## config.mk

```make
export PLATFORM = sky130hd
export DESIGN_NAME = pipe_mux_stage
export DESIGN_NICKNAME = d
export VERILOG_FILES = /design/src/rtl/pipe_mux_stage.sv
export SDC_FILE = /design/constraint.sdc
export NUM_CORES = 1
export LEC_CHECK = 0
export CORE_ASPECT_RATIO = 1.5
export CORE_MARGIN = 2
export CORE_UTILIZATION = 43
export DETAILED_ROUTE_END_ITERATION = 6
export GPL_TIMING_DRIVEN = 0
export PLACE_DENSITY_LB_ADDON = 0.2
export REMOVE_ABC_BUFFERS = 1
export SETUP_SLACK_MARGIN = 0.02
export SYNTH_ARGS = -nofsm -noshare
export SYNTH_HDL_FRONTEND = slang
export SYNTH_SLANG_ARGS = --single-unit
export TNS_END_PERCENT = 5
```

## constraint.sdc

```tcl
create_clock -name CLK -period 2.1 [get_ports CLK]
set_input_delay 0.42 -clock CLK [delete_from_list [all_inputs] [get_ports CLK]]
set_output_delay 0.42 -clock CLK [all_outputs]
set_load 0.02 [all_outputs]
```

## src/rtl/pipe_mux_stage.sv

```systemverilog
// N-to-1 select into a registered elastic stage with a 2-entry skid (out reg + skid reg).
// Latency 1 cycle when empty; in_ready comes from state flops only, so out_ready never reaches it combinationally.
module pipe_mux_stage #(
    parameter int WIDTH = 32,
    parameter int N_IN  = 5,
    parameter int CNT_W = 8
) (
    input  logic                    CLK,
    input  logic                    RST_N,
    input  logic [N_IN*WIDTH-1:0]   in_data,
    input  logic [((($clog2(N_IN)) < 1) ? 1 : $clog2(N_IN))-1:0] sel,
    input  logic                    in_valid,
    output logic                    in_ready,
    output logic [WIDTH-1:0]        out_data,
    output logic                    out_valid,
    input  logic                    out_ready,
    input  logic                    flush,
    input  logic                    err_clr,
    output logic                    sel_err,
    output logic [CNT_W-1:0]        err_count
);

    localparam int SEL_W = ($clog2(N_IN) < 1) ? 1 : $clog2(N_IN);

    typedef enum logic [1:0] {
        S_EMPTY = 2'd0,
        S_ONE   = 2'd1,
        S_FULL  = 2'd2
    } state_t;

    state_t             state_q, state_d;
    logic [WIDTH-1:0]   out_q, out_d;
    logic [WIDTH-1:0]   skid_q, skid_d;
    logic               sel_err_q, sel_err_d;
    logic [CNT_W-1:0]   err_cnt_q, err_cnt_d;

    logic [WIDTH-1:0]   word;
    logic               sel_oob;
    logic               accept;
    logic               drain;
    logic               err_hit;

    // Unmatched select indices fall back to input 0 and are flagged out-of-range.
    always_comb begin
        word    = in_data[WIDTH-1:0];
        sel_oob = 1'b1;
        for (int k = 0; k < N_IN; k++) begin
            if (sel == SEL_W'(k)) begin
                word    = in_data[k*WIDTH +: WIDTH];
                sel_oob = 1'b0;
            end
        end
    end

    assign in_ready  = (state_q != S_FULL);
    assign out_valid = (state_q != S_EMPTY);
    assign accept    = in_valid & in_ready;
    assign drain     = out_valid & out_ready;
    assign out_data  = out_q;

    always_comb begin
        state_d = state_q;
        out_d   = out_q;
        skid_d  = skid_q;
        if (flush) begin
            state_d = S_EMPTY;
            out_d   = '0;
            skid_d  = '0;
        end else begin
            case (state_q)
                S_EMPTY: begin
                    if (accept) begin
                        state_d = S_ONE;
                        out_d   = word;
                    end
                end
                S_ONE: begin
                    if (accept && drain) begin
                        out_d = word;
                    end else if (accept) begin
                        state_d = S_FULL;
                        skid_d  = word;
                    end else if (drain) begin
                        state_d = S_EMPTY;
                    end
                end
                S_FULL: begin
                    if (drain) begin
                        state_d = S_ONE;
                        out_d   = skid_q;
                    end
                end
                default: begin
                    state_d = S_EMPTY;
                end
            endcase
        end
    end

    // A word dropped by flush is not an accepted word, so it never counts.
    assign err_hit = accept & sel_oob & ~flush;

    always_comb begin
        sel_err_d = sel_err_q;
        err_cnt_d = err_cnt_q;
        if (err_clr) begin
            sel_err_d = err_hit;
            err_cnt_d = CNT_W'(err_hit);
        end else if (err_hit) begin
            sel_err_d = 1'b1;
            if (err_cnt_q != {CNT_W{1'b1}}) begin
                err_cnt_d = err_cnt_q + 1'b1;
            end
        end
    end

    assign sel_err   = sel_err_q;
    assign err_count = err_cnt_q;

    always_ff @(posedge CLK or negedge RST_N) begin
        if (!RST_N) begin
            state_q   <= S_EMPTY;
            out_q     <= '0;
            skid_q    <= '0;
            sel_err_q <= 1'b0;
            err_cnt_q <= '0;
        end else begin
            state_q   <= state_d;
            out_q     <= out_d;
            skid_q    <= skid_d;
            sel_err_q <= sel_err_d;
            err_cnt_q <= err_cnt_d;
        end
    end

endmodule

```

==> Word level (Yosys, flattened, before mapping) <==
Cells that the tools add are included.
{ "totals": {"ff_bits": 75, "output_inout_bits": 43, "elab_cells": 67} }
{ "classes": {"n_addsub": 1, "eq_ne": 14, "n_mux": 29, "n_bitwise": 5, "n_reduce_logical": 13} }
{ "op_table": {"columns": ["cell", "count"], "rows": [
  ["two-way mux 32 bit", 11],
  ["one-hot mux 32 bit (3 select lines)", 1],
  ["two-way mux 8 bit", 3],
  ["two-way mux 2 bit", 6],
  ["!= test 3 bit (second input constant)", 4],
  ["nonzero test 2 bit", 5],
  ["adder 8 x 1 -> 8 bit (second input constant)", 1],
  ["!= test 8 bit (second input constant)", 1],
  ["AND reduction 4 bit", 2],
  ["two-way mux 1 bit", 7],
  ["== test 3 x 2 -> 1 bit (second input constant)", 2],
  ["one-hot mux 2 bit (3 select lines)", 1],
  ["bitwise AND 1 bit", 4],
  ["!= test 2 bit (second input constant)", 2],
  ["!= test 4 bit (second input constant)", 1],
  ["nonzero test 4 bit", 1],
  ["== test 3 x 1 -> 1 bit (second input constant)", 1],
  ["== test 3 bit (second input constant)", 1],
  ["zero test 3 bit", 1],
  ["AND reduction 3 bit", 1],
  ["== test 2 x 1 -> 1 bit (second input constant)", 1],
  ["== test 2 bit (second input constant)", 1],
  ["zero test 2 bit", 1],
  ["AND reduction 2 bit", 1],
  ["other kinds (2)", 2]
]} }

==> Depth between registers and ports, before layout <==
{ "logic_depth": {"depth_word": 10, "depth_mapped": 6} }

==> Worst setup path after synthesis <==
No wires, ideal clock.
{ "synth_timing": {"path_kind": "input port to flip-flop", "startpoint": "input sel[1] (netlist bit)", "endpoint": "register err_cnt_q[7] (netlist: err_count[7])", "setup_ns": 0.136, "arrival_time_ns": 1.800, "setup_slack_ns": 0.164, "path_stages": 6, "n_path_buf": 2, "cell_sequence": "clkbuf_1 -> nor2_1 -> or4_4 -> buf_2 -> o41ai_1 -> a21oi_1"} }
{ "synth_between": {"elab_chain_len": 10} }
{ "synth_rtl": {"columns": ["element", "line_no", "rtl"], "rows": [
  ["start, declared", "11", "input logic [((($clog2(N_IN)) < 1) ? 1 : $clog2(N_IN))-1:0] sel,"],
  ["zero test 3 bit", "48", "if (sel == SEL_W'(k)) begin"],
  ["two-way mux 1 bit (4 in a row)", "48", null],
  ["two-way mux 1 bit (*)", "48", null],
  ["bitwise AND 1 bit (*) (2 in a row)", "101", "assign err_hit = accept & sel_oob & ~flush;"],
  ["nonzero test 2 bit (no line) (*)", null, null],
  ["AND reduction 2 bit (no line) (*)", null, null],
  ["end signal, assigned", "132", "err_cnt_q <= err_cnt_d;"],
  ["end, declared", "35", "logic [CNT_W-1:0] err_cnt_q, err_cnt_d;"]
]} }
Every way passes the cells marked *; elsewhere a longest branch is shown, timed or not.
A chain may end at the register's enable or synchronous reset.

==> Final worst setup path <==
{ "layout_timing": {"startpoint": "register state_q[1]", "endpoint": "register err_cnt_q[5] (netlist: err_count[5])"} }
{ "layout_between": {"elab_chain_len": 6} }
{ "layout_rtl": {"columns": ["element", "line_no", "rtl"], "rows": [
  ["start, declared", "31", "state_t state_q, state_d;"],
  ["start signal, assigned", "128", "state_q <= state_d;"],
  ["!= test 2 bit", "55", "assign in_ready = (state_q != S_FULL);"],
  ["bitwise AND 1 bit", "57", "assign accept = in_valid & in_ready;"],
  ["bitwise AND 1 bit (2 in a row)", "101", null],
  ["nonzero test 2 bit (no line)", null, null],
  ["AND reduction 2 bit (no line)", null, null]
]} }
No other way between the ends.

==> impl_table.tex <==
\begin{tabular}{lr}
\hline
Metric & Value \\
\hline
\multicolumn{2}{l}{\textbf{Status}} \\
\quad Outcome & finished, final reports clean \\
\multicolumn{2}{l}{\textbf{Pwr}} \\
\quad Areal power density over the cells & 576 nW/µm² \\
\quad Worst VDD drop & 0.000395 V \\
\quad Static power due to leakage & 2.80 nW \\
\multicolumn{2}{l}{\textbf{Routing}} \\
\quad Pre-Repair DR Iteration Count & 5 \\
\quad Violation count after the first detailed-route iteration & 259 \\
\quad Mean routed wirelength per cell & 21.0 µm \\
\quad Number of vias after detailed routing & 5,332 \\
\quad Number of DRC violations after detailed routing & 0 \\
\quad Final wirelength & 17,900 µm \\
\quad Number of routed nets with antenna violations & 0 \\
\quad Via-per-instance ratio & 6.26 \\
\multicolumn{2}{l}{\textbf{STA}} \\
\quad Clock skew after layout & 0.00418 ns \\
\quad Worst hold slack & 0.423 ns \\
\quad Setup-failing EPs final & 0 \\
\quad Slew at the pin closest to its max-slew limit & 1.01 ns \\
\quad Unrepaired setup endpoints after global routing & true \\
\quad Upper clock frequency limit & 483 MHz \\
\quad Share of the clock period used by the worst path & 98.7\% \\
\quad Final hold violation count & 0 \\
\quad Shortest clock period the worst path allows after layout & 2.07 ns \\
\quad Worst slew margin & 32.6\% \\
\quad Pins Over Slew Limit & 0 \\
\quad Setup Total Neg Slack & 0 ns \\
\multicolumn{2}{l}{\textbf{Floorplanning}} \\
\quad Floorplan die height & 134 µm \\
\quad Placeable core region & 11,000 µm² \\
\quad Number of placed I/O pins & 212 \\
\quad Number of rows created at floorplan & 47 \\
\quad Full die area & 12,100 µm² \\
\quad Starting density of the core & 43.9\% \\
\quad DIE WIDTH & 90.5 µm \\
\multicolumn{2}{l}{\textbf{Critical path}} \\
\quad Required arrival time at the worst endpoint & 2.35 ns \\
\quad Start-to-end type of the worst setup path & flop to flop \\
\quad Source of the worst register-to-register timing path & state\_q[1]\$\_DFFE\_PN0P\_ \\
\quad Critical path capture point type & flop \\
\quad Flop2flop setup slack & 0.03 ns \\
\quad Maximum net fanout on the critical path & 17 \\
\quad Critical R2R Capture & err\_count[5]\$\_DFFE\_PN0P\_ \\
\quad Arrival time of data at the critical path endpoint & 2.32 ns \\
\quad Register-to-Register Path Depth & 5 \\
\quad Startpoint type of the worst setup path & flop \\
\multicolumn{2}{l}{\textbf{Final layout}} \\
\quad Post-route non-filler standard cell count & 852 \\
\quad \# fillers & 913 \\
\quad Final \#Nets & 870 \\
\quad Growth of design area from synthesis to finish & 55.5\% \\
\quad Antenna Cells & 0 \\
\quad Proportion of layout cells with a drive suffix above 1 & 12.5\% \\
\multicolumn{2}{l}{\textbf{Global route}} \\
\quad First-pass GRT wire length & 28,300 µm \\
\quad Overflow after GRT & 0 \\
\quad Number of antenna violations at the first check in global routing & 0 \\
\quad Vias in the first global route & 5,727 \\
\quad Pin count of the biggest net entering global routing & 74 \\
\quad Global-route usage over all layers & 29.4\% \\
\multicolumn{2}{l}{\textbf{Placement}} \\
\quad HPWL after DPL & 11,800 µm \\
\quad Number of placed cells counting well taps & 826 \\
\quad Routability congestion estimate & 0.774 \\
\quad Number of I/O port buffers & 211 \\
\multicolumn{2}{l}{\textbf{Synthesis}} \\
\quad Top\_reg\_cell synth & sky130\_fd\_sc\_hd\_\_dfrtp\_1 \\
\quad Proportion of synthesized chip area in sequential cells & 38.9\% \\
\quad Number of warnings reported in the yosys synthesis log & 0 \\
\quad Cell count after synthesis & 508 \\
\quad Post-Syn Area & 4830 µm² \\
\quad Yosys cell types & 44 \\
\quad Post-synth EDFFs & 0 \\
\quad Avg Cell Area, Syn & 9.50 µm² \\
\quad Flops \& latches, synth & 75 \\
\quad Proportion of register bits with asynchronous set or reset after synthesis & 100\% \\
\multicolumn{2}{l}{\textbf{Clock tree}} \\
\quad CTS tree & built \\
\quad Number of sinks on the clock net & 75 \\
\quad Clock-pin slew on the worst setup and hold paths & 0.06 ns \\
\quad Clock Tree Buf Depth & 2 \\
\quad Clk\_lat worst skew & 0.33 ns \\
\quad Level count of the clock H-tree & 3 \\
\quad CTS Root Buffer Type & sky130\_fd\_sc\_hd\_\_clkbuf\_16 \\
\quad CTS buffer count & 9 \\
\multicolumn{2}{l}{\textbf{Flow run}} \\
\quad Max-cap violations & 0 \\
\multicolumn{2}{l}{\textbf{Worst hold path}} \\
\quad Class of the worst hold path & input pin to async pin \\
\hline
\end{tabular}
==> placed cells by master (no fill, tap or decap), types with 4 or more instances in the layout <==
master	instances
sky130_fd_sc_hd__clkdlybuf4s50_1	203
sky130_fd_sc_hd__buf_6	8
sky130_fd_sc_hd__o21ai_0	33
sky130_fd_sc_hd__clkbuf_16	9
sky130_fd_sc_hd__a32o_1	32
sky130_fd_sc_hd__o21a_1	32
sky130_fd_sc_hd__a211oi_1	33
sky130_fd_sc_hd__dfrtp_1	73
sky130_fd_sc_hd__nor2_1	7
sky130_fd_sc_hd__a21oi_1	7
sky130_fd_sc_hd__nand3_1	4
sky130_fd_sc_hd__clkinvlp_4	4
sky130_fd_sc_hd__o22ai_1	32
sky130_fd_sc_hd__buf_4	9
sky130_fd_sc_hd__mux2_2	32
sky130_fd_sc_hd__a22o_1	32
sky130_fd_sc_hd__nand2b_1	32
sky130_fd_sc_hd__o211ai_1	32
sky130_fd_sc_hd__nand2_1	35
==> cell type report <==
type / count / area [µm²] / area share, %
clock buffer: 9 / 225 / 3.00
clock inverter: 7 / 68.8 / 0.917
inverter: 4 / 31.3 / 0.417
multi-input combinational: 381 / 2810 / 37.5
sequential: 75 / 1880 / 25.0
tap: 147 / 184 / 2.45
timing repair buffer: 228 / 2300 / 30.6
timing repair inverter: 1 / 7.51 / 0.100
==> per-stage QoR <==
step	setup WS [ns]	instance area [µm²]	total power, W	utilization, %
floorplan	-0.670	4630	0.00210	-
global route	-0.0346	7510	0.00449	68.3
finish	0.0280	7510	0.00432	68.3
global placement	-5.39	6930	0.00275	63.0
detailed placement	-1.75	7070	0.00280	64.3
CTS	-0.0210	7490	0.00433	68.2
==> registers in the layout, indices dropped and copies added, names as in the netlist <==
name and flops:
out_data 32, skid_q 32, err_count 8, state_q 2, sel_err 1
==> power breakdown <==
group / leakage (nW) / internal [W] / switching (W)
combinational: 1.64 / 0.000662 / 0.000559
clock: 0.141 / 0.000914 / 0.000600
sequential: 1.02 / 0.00153 / 0.0000552
==> layer usage <==
layer	vias to the layer above	global-route usage [%]	routed length, µm
met2	241	54.7	9660
met5	-	0	0
met3	52	5.84	1070
met4	0	13.4	590
li1	2397	-	-
met1	2642	31.9	6600
==> repair_timing <==
| item | in CTS | in global routing |
|---|---|---|
| resized for setup | 20 | 8 |
| hold endpoints to repair | 2 | 0 |
| cloned | 2 | 0 |
| pin swaps | 2 | 2 |
| endpoints found under the setup margin | 70 | 24 |
| hold buffers | 1 | 0 |
| buffers inserted | 7 | 0 |
==> how the worst max path moves through the flow <==
stage	start	endpoint	slack, ns
after floorplan	sel[1]	out_data[0]$_DFFE_PN0P_	-0.67
after global placement	sel[0]	out_data[0]$_DFFE_PN0P_	-5.39
after detailed placement	state_q[1]$_DFFE_PN0P_	in_ready	-1.75
after CTS	state_q[1]$_DFFE_PN0P_	err_count[2]$_DFFE_PN0P_	-0.02
after global routing	sel[0]	skid_q[0]$_DFFE_PN0P_	-0.03
final	state_q[1]$_DFFE_PN0P_	err_count[5]$_DFFE_PN0P_	0.03
==> cells by family after synthesis <==
logic type      share of synthesized area [%]
compound gates                           37.4
fa+ha+maj                               0.259
buf+inv                                  4.33
flops                                    38.9
mux                                      7.67
simple gates                             11.5
==> synthesized netlist by cell type (5+ instances only) <==
cell | count | area, µm²
sky130_fd_sc_hd__buf_1 | 5 | 18.8
sky130_fd_sc_hd__o22ai_1 | 32 | 200
sky130_fd_sc_hd__mux2_2 | 32 | 360
sky130_fd_sc_hd__nand2b_1 | 33 | 206
sky130_fd_sc_hd__a32o_1 | 32 | 320
sky130_fd_sc_hd__a22o_1 | 32 | 280
sky130_fd_sc_hd__clkbuf_1 | 41 | 154
sky130_fd_sc_hd__o21a_1 | 32 | 240
sky130_fd_sc_hd__nand2_1 | 35 | 131
sky130_fd_sc_hd__dfrtp_1 | 75 | 1880
sky130_fd_sc_hd__a211oi_1 | 33 | 248
sky130_fd_sc_hd__o211ai_1 | 32 | 240
sky130_fd_sc_hd__nor2_1 | 9 | 33.8
sky130_fd_sc_hd__o21ai_0 | 35 | 175
sky130_fd_sc_hd__a21oi_1 | 7 | 35.0
==> critical path: stages, from the launching register on <==
cell and delay (ns):
sky130_fd_sc_hd__dfrtp_2 0.46, sky130_fd_sc_hd__nor2b_4 0.19, sky130_fd_sc_hd__buf_12 0.17, sky130_fd_sc_hd__or4_4 0.49
sky130_fd_sc_hd__or4_1 0.52, sky130_fd_sc_hd__a21oi_1 0.16
(Power assumes the default switching activity.)
